[src/rtl/lelo_freq_counter.sv]
// ---------------------------------------------------------------------------
// lelo_freq_counter
//   Windowed rising-edge counter for the leakage-oscillator temperature
//   sensor. It counts rising edges of the asynchronous oscillator output over
//   a fixed window of WINDOW clk cycles. The count saturates at 2^WIDTH-1.
//   The result is handed out on a valid/ready interface. The block supports
//   single-shot (start) and back-to-back (continuous) measurement.
//
// Ports
//   clk         in   system clock
//   reset_n     in   asynchronous active-low reset
//   osc_in      in   oscillator output, asynchronous to clk
//   start       in   single-cycle request for one measurement (IDLE only)
//   continuous  in   1 = run windows back to back without start
//   result      out  [WIDTH-1:0] captured edge count of the last window
//   ovf         out  result saturated (edges > 2^WIDTH-1)
//   valid       out  result/ovf available
//   ready       in   consumer accepts result when valid & ready
//   busy        out  measurement in progress or waiting to deliver
// ---------------------------------------------------------------------------
module lelo_freq_counter #(
  parameter int WIDTH       = 11,
  parameter int WINDOW      = 1024,
  parameter int SYNC_STAGES = 2
) (
  input  logic             clk,
  input  logic             reset_n,
  input  logic             osc_in,
  input  logic             start,
  input  logic             continuous,
  output logic [WIDTH-1:0] result,
  output logic             ovf,
  output logic             valid,
  input  logic             ready,
  output logic             busy
);

  localparam int TW = (WINDOW > 1) ? $clog2(WINDOW) : 1;
  localparam logic [WIDTH-1:0] COUNT_MAX = '1;
  localparam logic [TW-1:0]    TIMER_LOAD = TW'(WINDOW - 1);

  typedef enum logic [1:0] {
    IDLE    = 2'd0,
    MEASURE = 2'd1,
    HOLD    = 2'd2
  } state_t;

  state_t               state;
  logic [SYNC_STAGES-1:0] sync;
  logic                 prev;
  logic [WIDTH-1:0]     count;
  logic                 ovf_int;
  logic [TW-1:0]        timer;

  // Synchroniser chain followed by one edge-detect flop.
  always_ff @(posedge clk or negedge reset_n) begin
    if (!reset_n) begin
      sync <= '0;
      prev <= 1'b0;
    end else begin
      sync <= {sync[SYNC_STAGES-2:0], osc_in};
      prev <= sync[SYNC_STAGES-1];
    end
  end

  logic             osc_edge;
  logic             at_max;
  logic [WIDTH-1:0] count_upd;
  logic             ovf_upd;
  logic             slot_free;

  // The count value and overflow flag, updated for this cycle's edge.
  // The count sticks at all-ones, and the overflow flag records that an edge was lost.
  assign osc_edge  = sync[SYNC_STAGES-1] & ~prev;
  assign at_max    = (count == COUNT_MAX);
  assign count_upd = (osc_edge && !at_max) ? count + WIDTH'(1) : count;
  assign ovf_upd   = ovf_int | (osc_edge & at_max);
  assign slot_free = !valid || ready;

  always_ff @(posedge clk or negedge reset_n) begin
    if (!reset_n) begin
      state   <= IDLE;
      count   <= '0;
      ovf_int <= 1'b0;
      timer   <= '0;
      result  <= '0;
      ovf     <= 1'b0;
      valid   <= 1'b0;
      busy    <= 1'b0;
    end else begin
      // A consumed result drops valid. A capture later in this block overrides that.
      if (valid && ready) begin
        valid <= 1'b0;
      end

      case (state)
        IDLE: begin
          if (start || continuous) begin
            state   <= MEASURE;
            busy    <= 1'b1;
            count   <= '0;
            ovf_int <= 1'b0;
            timer   <= TIMER_LOAD;
          end
        end

        MEASURE: begin
          if (timer == '0) begin
            // Last window cycle: an edge here still counts.
            if (slot_free) begin
              result <= count_upd;
              ovf    <= ovf_upd;
              valid  <= 1'b1;
              if (continuous) begin
                state   <= MEASURE;
                count   <= '0;
                ovf_int <= 1'b0;
                timer   <= TIMER_LOAD;
              end else begin
                state <= IDLE;
                busy  <= 1'b0;
              end
            end else begin
              count   <= count_upd;
              ovf_int <= ovf_upd;
              state   <= HOLD;
            end
          end else begin
            timer   <= timer - TW'(1);
            count   <= count_upd;
            ovf_int <= ovf_upd;
          end
        end

        HOLD: begin
          // Edges are ignored here. The frozen count waits for the slot.
          if (valid && ready) begin
            result <= count;
            ovf    <= ovf_int;
            valid  <= 1'b1;
            if (continuous) begin
              state   <= MEASURE;
              count   <= '0;
              ovf_int <= 1'b0;
              timer   <= TIMER_LOAD;
            end else begin
              state <= IDLE;
              busy  <= 1'b0;
            end
          end
        end

        default: begin
          state <= IDLE;
          busy  <= 1'b0;
        end
      endcase
    end
  end

endmodule
[config.mk]
export PLATFORM = sky130hd
export DESIGN_NAME = lelo_freq_counter
export DESIGN_NICKNAME = d
export VERILOG_FILES = /design/src/rtl/lelo_freq_counter.sv
export SDC_FILE = /design/constraint.sdc
export NUM_CORES = 1
export LEC_CHECK = 0
export CAP_MARGIN = 20
export CORE_MARGIN = 3
export CORE_UTILIZATION = 30
export CTS_BUF_LIST = sky130_fd_sc_hd__clkbuf_8
export CTS_CLUSTER_SIZE = 30
export DETAILED_ROUTE_END_ITERATION = 10
export PLACE_DENSITY = 0.43
export SLEW_MARGIN = 10
export SYNTH_ARGS = -nofsm -noshare
export SYNTH_HDL_FRONTEND = slang
export SYNTH_SLANG_ARGS = --single-unit
[constraint.sdc]
create_clock -name clk -period 3.5 [get_ports clk]
set_input_delay 0.525 -clock clk [delete_from_list [all_inputs] [get_ports clk]]
set_output_delay 0.525 -clock clk [all_outputs]
set_load 0.01 [all_outputs]
==> summary.md <==
| Metric | Value |
|---|---|
| Outcome | `complete, no violations` |
| Total track usage | `15.69%` |
| Clock Tree Root | `sky130_fd_sc_hd__clkbuf_8` |
| Total power after layout | `1.970 mW` |
| Post-Synth XOR/XNOR Area | `under 10%` |
| Number of antenna violations at the first check in global routing | `0` |
| Number of DRC markers in iteration 0 | `173` |
| Delay of the slowest critical-path stage | `0.75 ns` |
| Final critical delay including setup and external delays | `2.646 ns` |
| Hold/Removal Path Class | `in2async` |
| Synthesized area | `0.002749 sq mm` |
| Maximum number of pins on one net before global-route repair | `42` |
| Maximum clock path buffer count | `2` |
| # placed instances | `429` |
| Flop-to-flop setup slack | `between 0.8 and 0.9 ns` |
| Detailed placer's ending HPWL | `5.265 mm` |
| Number of warnings issued by yosys | `0` |
| CTS Buf Count | `5` |
| Die width | `101.7 microns` |
| Clock skew | `0.01114 ns` |
| Post-Route Setup TNS | `0 ns` |
| Compound-gate portion of the synthesized area | `about 26%` |
| Worst hold margin | `0.08681 ns` |
| Top FF cell, synth | `sky130_fd_sc_hd__dfrtp_1` |
| Gr ovfl total | `0` |
| Area after detailed placement | `0.003033 sq mm` |
| Sort of element at the start of the critical path | `primary input` |
| Wire length of the first global-routing pass | `between 10 and 15 mm` |
| Number of nets produced by synthesis | `328` |
| Post-CTS Setup Repair Bufs | `0` |
| Post-DR wirelength/cell | `roughly 17 microns` |
| Die ar. | `slightly above 0.01 sq mm` |
| Most common cell after layout, fill and taps aside | `sky130_fd_sc_hd__dfrtp_1` |
| ANT nets after route | `0` |
| Transition at the pin with the smallest max-transition slack | `between 0.7 and 0.8 ns` |
| Total Wirelength | `between 7 and 8 mm` |
| Number of global-route vias before repair | `about 2300` |
| Max Fanout on Critical Path | `12` |
| Endpoint type of the worst setup path | `flop` |
| Finished layout cell area | `between 0.003 and 0.004 sq mm` |
| I/O pin count | `20` |
| Max_cap viols | `0` |
| Resized cells post-CTS | `0` |
| Power density over the cells | `620.9 mW/mm^2` |
| Upper clock frequency limit | `377.9 MHz` |
| DR pass1 iterations | `4` |
| Worst reg2reg path endpoint | `count[3]` |
| Number of max-slew violations in the final report | `0` |
| Setup Crit Path Kind | `in2reg` |
| Fraction of layout instances using a drive strength above 1 | `9.394%` |
| P&R area growth vs syn | `15.43%` |
| Count of mapped cells out of synthesis | `315` |
| Area taken by flip-flops and latches | `0.001026 sq mm` |
| Mean instance size in the synthesized netlist | `between 8 and 9 sq um` |
| Fraction of synthesized area in multiplexers | `1.866%` |
| Commonest non-fill, non-tap cells in the layout | `41 x sky130_fd_sc_hd__dfrtp_1, 38 x sky130_fd_sc_hd__nand2_1, 18 x sky130_fd_sc_hd__a21oi_1, 18 x sky130_fd_sc_hd__clkdlybuf4s50_1, 14 x sky130_fd_sc_hd__inv_1` |
| Unrepaired setup endpoints after global routing | `no` |
| Post-cts hold buffer count | `0` |
| Number of failing setup endpoints in the final timing report | `0` |
| Insertion delay of the later-clocked pin in the worst-skew pair | `0.30 ns` |
| Post-synthesis share of cell area spent on and, or, nand and nor gates | `23.49%` |
| Chip Height | `101.7 microns` |
| Htree depth | `2` |
| Ys async rst share | `100.0%` |
| Arr. time, crit path | `2.85 ns` |
| Cell leakage power | `1.210 nW` |
| Vias post-DR | `between 2000 and 2500` |
| Area occupied by multi-input gates | `0.001567 sq mm` |
| Inserted Diodes | `0` |
| Clk pin slew, worst setup/hold paths | `~0.090 ns` |
| Count of buffers from port buffering | `19` |
| Critical-path top delay cell | `sky130_fd_sc_hd__clkdlybuf4s50_1` |
| Max VDD drop | `~0.00033 V` |
| Synth Area in Adders | `between 3 and 4%` |
| Area of the core | `0.008806 sq mm` |
| Largest family of logic cells by synthesized area | `compound AO/OA/AOI/OAI gates` |
| Sequential element share of the synthesized area | `37.32%` |
| GPL Wtd Cong | `0.7958` |
| Final period util | `between 70% and 80%` |
| Crit path cell chain | `clkdlybuf4s50_1 -> nor2b_1 -> a2111oi_0 -> o21ai_2 -> a21o_1 -> a21o_1` |
| #FFs+latches synth | `41` |
| Layout filler cell count | `912` |
| Number of clock sinks | `41` |
| Final-stage net count | `~340` |
| Via-per-instance ratio | `5.516` |
| Non-Filler Instances | `approximately 440` |
| Reg2Reg Depth | `7` |
| Most Frequent Cell on Critical Path | `sky130_fd_sc_hd__a21o_1` |
| Detailed-route DRC error count | `0` |
| Worst slew margin relative to its limit | `approximately half` |
| Post-synth EDFFs | `0` |
| Data required time at the worst endpoint | `3.70 ns` |
| TritonCTS clock tree | `done` |
| Hold violation total from the final report | `0` |
| Netlist cell types | `63` |
| Count of standard-cell rows | `34` |
| Starting Density | `31.22%` |
| Critical register-to-register path startpoint | `state[0]` |
[worst max-delay path: cells and delay by family]
family,cells,cell delay [ns]
AOI/OAI and AO/OA,4,1.37
buffers and inverters,1,0.75
and+or+nand+nor,1,0.20
[logic make-up (layout without fill, tap and decap cells)]
family / Yosys count / after routing
AOI/OAI and AO/OA: 102 / 102
xor gates and xnor gates: 8 / 8
adders and majority gates: 7 / 7
buffers and inverters: 36 / 51
DFF: 41 / 41
muxes: 5 / 5
and+or+nand+nor: 116 / 116
[routing by layer]
| layer | global-route usage (%) | wire (microns) | up-vias |
|---|---|---|---|
| met4 | 4.908 | 107 | 0 |
| met3 | 2.824 | 281 | 8 |
| li1 | - | - | 1200 |
| met2 | 23.74 | 3172 | 41 |
| met5 | 0 | 0 | - |
| met1 | 22.64 | 3947 | 1167 |
[area by class of cell]
type                       count  share of cell area (%)
sequential                    41                   32.33
inverter                      14                   1.656
multi-input combinational    238                   49.37
clock buffer                   6                   2.603
tap                          108                   4.259
timing repair buffer          29                   8.596
clock inverter                 2                   1.183
[synth_stat cells (all sizes together), types with 5 or more instances]
cell type | n | area (sq um)
nand4 | 6 | 37.54
buf | 8 | 51.29
o211ai | 6 | 45.04
dfrtp | 41 | 1026
nor3 | 14 | 80.08
o21ai | 27 | 138.9
o21a | 8 | 60.06
nand3 | 12 | 72.57
nor4 | 8 | 65.06
a31oi | 7 | 43.79
nor2 | 10 | 37.54
inv | 14 | 52.55
nand2 | 38 | 142.6
ha | 7 | 87.58
xnor2 | 5 | 43.79
clkbuf | 14 | 52.55
a21oi | 18 | 90.09
[how the worst max path moves through the flow]
stage          startpoint         end  slack, ns  cells past startpoint
6_report       continuous    count[2]       0.85                      6
5_1_grt        continuous    count[2]       0.61                      6
4_1_cts          timer[4]  result[10]       0.88                      4
3_5_place_dp   continuous    count[3]       0.58                      6
3_3_place_gp   continuous    count[3]       0.63                      6
2_1_floorplan    state[0]    count[2]       1.25                      8
[report_power, final]
part | total, mW | leakage, nW | internal [mW] | switching [mW]
clock network | 0.418 | 0.0574 | 0.232 | 0.185
logic | 0.868 | 0.627 | 0.360 | 0.508
registers | 0.684 | 0.526 | 0.561 | 0.124
[sequential cells by signal, indices dropped and copies added (netlist names), 2 cells and up]
name	flops
state	2
count	11
result	11
sync	2
timer	10
[stage by stage]
stage | setup slack, ns | util (%)
3_3_place_gp | 0.6293 | 34.44
6_report | 0.8541 | 36.03
5_1_grt | 0.6078 | 36.03
4_1_cts | 0.8767 | 35.81
2_1_floorplan | 1.251 | -
3_5_place_dp | 0.5797 | 34.44
Note: power is estimated with default switching activity, not from simulation.
